**config.mk**
```make
export PLATFORM = sky130hd
export DESIGN_NAME = instr_fetch_unit
export DESIGN_NICKNAME = d
export VERILOG_FILES = /design/src/rtl/instr_fetch_unit_pkg.sv /design/src/rtl/instr_fetch_unit_fetch_fifo.sv /design/src/rtl/instr_fetch_unit.sv
export SDC_FILE = /design/constraint.sdc
export NUM_CORES = 1
export LEC_CHECK = 0
export ABC_AREA = 1
export BUFFER_PORTS_ARGS = -buffer_cell sky130_fd_sc_hd__buf_4
export CORE_UTILIZATION = 46
export CTS_CLUSTER_DIAMETER = 100
export DETAILED_ROUTE_END_ITERATION = 10
export PLACE_DENSITY = 0.68
export SLEW_MARGIN = 20
export SYNTH_ARGS = -nofsm -noshare
export SYNTH_HDL_FRONTEND = slang
export SYNTH_SLANG_ARGS = --single-unit
export TNS_END_PERCENT = 1
```
**constraint.sdc**
```tcl
create_clock -name clk -period 3.7 [get_ports clk]
set_input_delay 0.185 -clock clk [delete_from_list [all_inputs] [get_ports clk]]
set_output_delay 0.185 -clock clk [all_outputs]
set_load 0.05 [all_outputs]
```
**src/rtl/instr_fetch_unit_pkg.sv**
```systemverilog
// Shared definitions for the instruction fetch unit: instruction field layout,
// datapath width, default reset PC, fetch FSM states and the prefetch entry format.
package instr_fetch_unit_pkg;

  localparam int XLEN = 16;
  localparam logic [XLEN-1:0] RESET_PC_DEFAULT = 16'h0000;

  // Instruction field positions: {opcode, rs, rt, rd, funct}, or imm in the low byte
  localparam int OPC_MSB   = 15;
  localparam int OPC_LSB   = 14;
  localparam int RS_MSB    = 13;
  localparam int RS_LSB    = 11;
  localparam int RT_MSB    = 10;
  localparam int RT_LSB    = 8;
  localparam int RD_MSB    = 7;
  localparam int RD_LSB    = 5;
  localparam int FUNCT_MSB = 4;
  localparam int FUNCT_LSB = 0;
  localparam int IMM_MSB   = 7;
  localparam int IMM_LSB   = 0;

  typedef enum logic [1:0] {
    IDLE    = 2'd0,
    WAIT    = 2'd1,
    DISCARD = 2'd2
  } fetch_state_t;

  typedef struct packed {
    logic [XLEN-1:0] pc;
    logic [XLEN-1:0] instr;
  } fetch_entry_t;

  function automatic logic [OPC_MSB-OPC_LSB:0] instr_opcode(input logic [XLEN-1:0] word);
    return word[OPC_MSB:OPC_LSB];
  endfunction

endpackage

```
**src/rtl/instr_fetch_unit_fetch_fifo.sv**
```systemverilog
// Prefetch buffer of {pc, instr} entries. Flush empties the buffer and wins over a
// same-cycle push; the head reads as zero while the buffer is empty.
module fetch_fifo
  import instr_fetch_unit_pkg::*;
#(
  parameter int DEPTH = 2,
  localparam int AW = $clog2(DEPTH),
  localparam int CW = AW + 1
) (
  input  logic          clk,
  input  logic          rst_n,
  input  logic          push,
  input  fetch_entry_t  push_entry,
  input  logic          pop,
  input  logic          flush,
  output fetch_entry_t  head_entry,
  output logic [CW-1:0] count,
  output logic          full,
  output logic          empty
);

  fetch_entry_t mem [DEPTH];
  logic [AW-1:0] wr_ptr_reg;
  logic [AW-1:0] rd_ptr_reg;
  logic [CW-1:0] count_reg;
  logic          push_ok;
  logic          pop_ok;

  assign empty   = (count_reg == '0);
  assign full    = (count_reg == CW'(DEPTH));
  assign count   = count_reg;
  // A push into a full buffer is only legal when the head leaves in the same cycle
  assign push_ok = push && (!full || pop);
  assign pop_ok  = pop && !empty;

  always_ff @(posedge clk or negedge rst_n) begin
    if (!rst_n) begin
      wr_ptr_reg <= '0;
      rd_ptr_reg <= '0;
      count_reg  <= '0;
    end else if (flush) begin
      wr_ptr_reg <= '0;
      rd_ptr_reg <= '0;
      count_reg  <= '0;
    end else begin
      if (push_ok) wr_ptr_reg <= wr_ptr_reg + AW'(1);
      if (pop_ok)  rd_ptr_reg <= rd_ptr_reg + AW'(1);
      count_reg <= count_reg + CW'(push_ok) - CW'(pop_ok);
    end
  end

  always_ff @(posedge clk) begin
    if (push_ok && !flush) mem[wr_ptr_reg] <= push_entry;
  end

  assign head_entry = empty ? '0 : mem[rd_ptr_reg];

endmodule

```
**src/rtl/instr_fetch_unit.sv**
```systemverilog
// Program counter and fetch sequencer: one outstanding req/ack fetch at a time,
// results queued in a prefetch buffer, redirects flush the buffer and drop in-flight data.
module instr_fetch_unit
  import instr_fetch_unit_pkg::*;
#(
  parameter int          DEPTH    = 2,
  parameter logic [15:0] RESET_PC = RESET_PC_DEFAULT,
  parameter int          PC_INC   = 2
) (
  input  logic        clk,
  input  logic        rst_n,
  input  logic        fetch_en,
  output logic        imem_req,
  output logic [15:0] imem_addr,
  input  logic        imem_ack,
  input  logic [15:0] imem_rdata,
  input  logic        redirect_valid,
  input  logic [15:0] redirect_pc,
  output logic        instr_valid,
  output logic [15:0] instr,
  output logic [15:0] instr_pc,
  input  logic        instr_ready
);

  localparam int          CW      = $clog2(DEPTH) + 1;
  localparam logic [15:0] PC_STEP = 16'(PC_INC);

  fetch_state_t  state_reg, state_next;
  logic [15:0]   fetch_pc_reg, fetch_pc_next;
  logic [15:0]   addr_reg, addr_next;
  logic          push;
  logic          pop;
  logic          fifo_full;
  logic          fifo_empty;
  logic [CW-1:0] fifo_count;
  logic [CW-1:0] count_after_push;
  fetch_entry_t  head_entry;
  fetch_entry_t  push_entry;

  assign pop  = instr_valid && instr_ready;
  assign push = (state_reg == WAIT) && imem_ack && !redirect_valid;
  // Occupancy once this cycle's response lands, used for back-to-back issue
  assign count_after_push = fifo_count + CW'(1) - CW'(pop);
  assign push_entry = '{pc: fetch_pc_reg, instr: imem_rdata};

  always_ff @(posedge clk or negedge rst_n) begin
    if (!rst_n) begin
      state_reg    <= IDLE;
      fetch_pc_reg <= RESET_PC;
      addr_reg     <= RESET_PC;
    end else begin
      state_reg    <= state_next;
      fetch_pc_reg <= fetch_pc_next;
      addr_reg     <= addr_next;
    end
  end

  always_comb begin
    state_next    = state_reg;
    fetch_pc_next = fetch_pc_reg;
    addr_next     = addr_reg;
    case (state_reg)
      IDLE: begin
        if (redirect_valid) begin
          fetch_pc_next = redirect_pc;
        end else if (fetch_en && (!fifo_full || pop)) begin
          state_next = WAIT;
          addr_next  = fetch_pc_reg;
        end
      end
      WAIT: begin
        if (redirect_valid) begin
          fetch_pc_next = redirect_pc;
          state_next    = imem_ack ? IDLE : DISCARD;
        end else if (imem_ack) begin
          fetch_pc_next = fetch_pc_reg + PC_STEP;
          if (fetch_en && (count_after_push < CW'(DEPTH))) begin
            addr_next = fetch_pc_reg + PC_STEP;
          end else begin
            state_next = IDLE;
          end
        end
      end
      DISCARD: begin
        // Address stays on the abandoned fetch until memory acknowledges it
        if (redirect_valid) fetch_pc_next = redirect_pc;
        if (imem_ack)       state_next    = IDLE;
      end
      default: state_next = IDLE;
    endcase
  end

  fetch_fifo #(
    .DEPTH(DEPTH)
  ) u_fetch_fifo (
    .clk        (clk),
    .rst_n      (rst_n),
    .push       (push),
    .push_entry (push_entry),
    .pop        (pop),
    .flush      (redirect_valid),
    .head_entry (head_entry),
    .count      (fifo_count),
    .full       (fifo_full),
    .empty      (fifo_empty)
  );

  assign imem_req    = (state_reg != IDLE);
  assign imem_addr   = addr_reg;
  assign instr_valid = !fifo_empty;
  assign instr       = head_entry.instr;
  assign instr_pc    = head_entry.pc;

endmodule

```
=== After elaboration in Yosys (flattened, before gate mapping) ===
Memory sizes are Yosys's and may differ from the RTL's.
Index checks and enable logic that the tools add are counted.

* Output and inout port bits: 50
* RAM bits: 64
* Register bits after elaboration: 38
* Input bits: 38
* Memories kept: 1
* Word-level logic and storage cells: 76

{| class="wikitable"
|+ Memories
! memory !! words !! width !! rd ports !! clocked after Yosys merged registers in !! wr ports !! RTL line !! source
|-
| u_fetch_fifo.mem || 2 || 32 || 1 || 0 || 1 || instr_fetch_unit_fetch_fifo.sv:22 || <nowiki>fetch_entry_t mem [DEPTH];</nowiki>
|}

* Muxes and demuxes: 26
* Reduce and logical (&&, ||, !) cells: 23
* Magnitude comparators: 1
* Eq/ne operators: 12
* Add/subtract/negate cells: 7

{| class="wikitable"
|+ Operators by type and width
! cell !! number
|-
| 16-bit 2-to-1 mux || 8
|-
| 16-bit case mux with 2 select lines || 2
|-
| 32-bit 2-to-1 mux || 1
|-
| 16-bit by 2-bit adder with 16-bit output (second input constant) || 1
|-
| 2-bit 2-to-1 mux || 8
|-
| 2-bit != test (second input constant) || 5
|-
| 2-bit nonzero test || 5
|-
| 1-bit logical AND || 8
|-
| 1-bit 2-to-1 mux || 6
|-
| 3-bit != test (second input constant) || 2
|-
| 2-bit case mux with 3 select lines || 1
|-
| 6-bit AND reduction || 1
|-
| 5-bit AND reduction || 1
|-
| 2-bit == test (second input constant) || 2
|-
| 2-bit logical NOT || 2
|-
| 2-bit by 1-bit != test with 1-bit output (second input constant) || 2
|-
| 2-bit by 1-bit subtractor with 2-bit output || 2
|-
| 1-bit logical NOT || 3
|-
| 3-bit AND reduction || 1
|-
| 1-bit adder (second input constant) || 2
|-
| 2-bit by 1-bit adder with 2-bit output || 1
|-
| 2-bit by 1-bit adder with 2-bit output (second input constant) || 1
|-
| 2-bit by 1-bit == test with 1-bit output (second input constant) || 1
|-
| 2-bit less-than comparator (second input constant) || 1
|-
| other kinds (2) || 2
|}

=== Depth between registers and ports, before layout ===
* Word-level depth: 10
* Mapped depth: 13
* Depth with buffers taken out: 13

=== By module ===
A second synthesis with hierarchy kept.

* Cell total of the unflattened synthesis: 505
* Area total of the unflattened synthesis: 4708.3 µm²

{| class="wikitable"
|+ By module, submodules not included
! module !! cells an instance !! seq. area each (µm²) !! area an instance (µm²) !! instances
|-
| fetch_fifo || 209 || 2021.9 || 2667.6 || 1
|-
| instr_fetch_unit || 296 || 850.8 || 2040.7 || 1
|}

=== Worst setup path after synthesis ===
No wires, ideal clock.

* Path kind: register -> register
* From: register state_reg[1]
* To: memory u_fetch_fifo.mem[1][0] in the netlist's numbering, enable pin
* Cell stages (with the launch flop): 6
* Period minus slack after synthesis: 2.709 ns
* Library setup time: 0.423 ns
* Path slack: 0.991 ns
* Data arrival time: 2.287 ns
* Path through: dfrtp_1 > inv_1 > nand2_4 > inv_2 > nand4_1 > nor2_1

* Cells in the longest elaborated chain, start to end: 7

{| class="wikitable"
|+ Ends and longest elaborated chain
! what !! RTL line !! source
|-
| from (decl) || instr_fetch_unit.sv:28 || <nowiki>fetch_state_t state_reg, state_next;</nowiki>
|-
| from (signal assigned) || instr_fetch_unit.sv:52 || <nowiki>state_reg <= state_next;</nowiki>
|-
| 2-bit by 1-bit == test with 1-bit output || instr_fetch_unit.sv:41 || <nowiki>assign push = (state_reg == WAIT) && imem_ack && !redirect_valid;</nowiki>
|-
| 1-bit logical AND (2 in series) || instr_fetch_unit.sv:41 ||
|-
| 1-bit logical AND || instr_fetch_unit_fetch_fifo.sv:33 || <nowiki>assign push_ok = push && (!full || pop);</nowiki>
|-
| 1-bit logical AND || instr_fetch_unit_fetch_fifo.sv:53 || <nowiki>if (push_ok && !flush) mem[wr_ptr_reg] <= push_entry;</nowiki>
|-
| 1-bit 2-to-1 mux || instr_fetch_unit_fetch_fifo.sv:53 ||
|-
| 1-bit 2-to-1 mux (implied by the code) || instr_fetch_unit_fetch_fifo.sv:53 ||
|-
| to (decl) || instr_fetch_unit_fetch_fifo.sv:22 ||
|}

No other way between the ends.

=== Worst setup path after layout ===
* From: register state_reg[1]
* To: memory u_fetch_fifo.mem[1][15] in the netlist's numbering, enable pin

The elaborated chain is that of the path after synthesis.

==> impl_metrics.ini <==
[route]
met2_length_um = 4590
post-route-drc-count = 0
wl_met3_um = 582
drt_first_pass_iters = 4
highest_layer = met4
vias = 3695
drt-total-wl_um = 10200
wl_met1_um = 4990
wire_per_inst_um = 13.8
viasPerCell = 4.96
drtIter0Drc = 162
detail-route-antenna-nets = 0

[yosys]
synthCells = 507
ys_async_sr_fraction = 0.373
synth-seq-cells = 102
ys_top_cells_by_count = nand2_1, edfxtp_1, nor2_1, a21oi_1, dfrtp_1
synth_top_cell_by_area = edfxtp_1
yosysTopAreaCellShare = 0.410
synth_nets = 549
ys_seq_area_frac = 0.612
yosys-top-cells-area = edfxtp_1, dfrtp_1, nand2_1
syn_area_per_cell_um2 = 9.25
synthesis.area_um2 = 4690
synth_ff_type = edfxtp_1
yosys_warnings = 0
yosysMostFrequentCell = nand2_1
synth_cell_types = 28
synth_edf_count = 64

[pwr]
finalPower_uw = 4160
p_switching_uw = 1970
p_sw_frac = 0.474
p_leak_uw = 0.00259
peakVddDrop_uv = 515
p_seq_frac = 0.367
internal-power_uw = 2180
combPwrFrac = 0.470
pwr_density_cell_nw_per_um2 = 716
clockPowerShare = 0.163

[cts]
root_buffer = clkbuf_8
cts-htree-levels = 3
clockBufferDepth = 2
cts_tree = yes
clk_latency_ps = 370
cts_setup_buffers = 0
clock_sinks = 102
path_clk_slew_ps = 100
cts_buffers = 9

[worst_hold_path]
holdPathEnd = state_reg[1]
holdPathStages = 2
hp-start = imem_ack
hp-class = in -> reg

[sta]
fin_skew_ps = 10.5
tightest_slew_ps = 1000
maxSlewHeadroom = 0.332
fin_crit_sh = 0.660
min_period_ps = 2440
clock.fmax_mhz = 410
finalSetupViolations = 0
rsz0062_at_grt = false
setup_tns_ps = 0
hold_viol = 0
hold_slack_ps = 48.7
finalMaxSlewViolations = 0

[worst_setup_path]
timing.critical_path.from = state_reg[1]
path_class = reg -> reg
rr_worst_depth = 5
worstPathArrival_ps = 2440
critPathLaunchType = flip-flop
worstReg2RegStart = state_reg[1]
crit_path_end_kind = flip-flop
cp.required_ps = 3700
r2r_slack_ps = 1260
slowest_delay_ps = 760
cp_max_fo = 33
rr_endpoint = u_fetch_fifo.mem[1][15]
cp_cell_sequence = inv_1 -> nand2_4 -> inv_2 -> nand4_1 -> nor2_4
slowest_stage = nor2_4

[floorplan]
die_h_um = 103
ios = 88
core_um2 = 9820
dieArea_um2 = 10600
fp.dieW_um = 103
floorplan.initialDensity = 0.478
rows = 36

[layout]
synthToLayoutAreaGrowth_pct = 23.7
antenna_cells = 0
design_area_um2 = 5810
largest_reg_flops = 64
nets = 649
drive_gt1_frac = 0.194

[placed_design]
io_buffers = 87
gp_congestion = 0.812
postPlaceCellArea_um2 = 5440
hpwl_um = 6620

[grt]
grt_use_total = 0.202
grt_pass1_vias = 3461
grt_start_max_net_pins = 39
grt_pass1_wl_um = 16500
grt_overflow = 0
antenna_found_initial = 0

[run_status]
status = completed

[job]
maxCapViolCount = 0
routing by layer:
| layer | vias to the layer above | GRT usage |
|---|---|---|
| met4 | 0 | 0.0661 |
| met2 | 106 | 0.318 |
| met1 | 1704 | 0.286 |
| li1 | 1876 | - |
| met5 | - | 0 |
| met3 | 9 | 0.0346 |
layout by cell type, fill, tap and decap left out, drive strengths merged, types with 18 or more instances in the layout:
cell type / instances
a21oi: 38
buf: 90
dfrtp: 38
dlygate4sd3: 18
edfxtp: 64
inv: 41
nand2: 186
nand3: 26
nor2: 50
o21ai: 21
area by class of cell:
cell class                 count  area (um^2)
clock buffer                   9          124
fill                         884         4010
timing repair buffer         108          856
multi-input combinational    349         1580
clock inverter                 7         62.6
inverter                      37          141
sequential                   102         2870
tap                          133          166
repair_timing:
action | in CTS | in global routing
resized for setup | 0 | 0
endpoints found under the hold margin | 71 | 0
hold buffers | 18 | 0
power by group through the flow:
stage	Combinational (uW)	Sequential [uW]	Clock, uW
floorplan	1120	1800	0
global route	2110	1550	733
CTS	1970	1530	687
global placement	1920	1540	0
detailed placement	1950	1540	0
finish	1950	1530	676
kinds of logic after synthesis:
family                     after synthesis  synth area share
AOI/OAI and AO/OA                       68            0.0803
and+or+nand+nor                        270             0.230
adders and majority gates                4            0.0107
muxes                                    1           0.00213
xor gates and xnor gates                 6            0.0112
DFF                                    102             0.612
buffers and inverters                   56            0.0531
critical path, delay by kind of cell (launching register included):
family	cells	cell delay, ps
and+or+nand+nor	3	1170
DFF	1	430
buffers and inverters	2	460
metrics by stage:
step                      std cells   util  worst slack (ps)
final                           745  0.591              1260
after global routing            745  0.591               989
after CTS                       745  0.591              1230
after detailed placement        711  0.554              1240
after global placement          711  0.554              1290
after floorplan                 507      -               991
how the worst max path moves through the flow:
stage / cells past startpoint / endpoint / slack, ps
6_report: 5 / u_fetch_fifo.mem[1][15] / 1260
5_1_grt: 14 / imem_addr[7] / 990
4_1_cts: 14 / imem_addr[6] / 1230
3_5_place_dp: 5 / u_fetch_fifo.mem[1][8] / 1240
3_3_place_gp: 5 / u_fetch_fifo.mem[1][8] / 1290
2_1_floorplan: 5 / u_fetch_fifo.mem[1][0] / 990
Note: power is estimated with default switching activity, not from simulation.
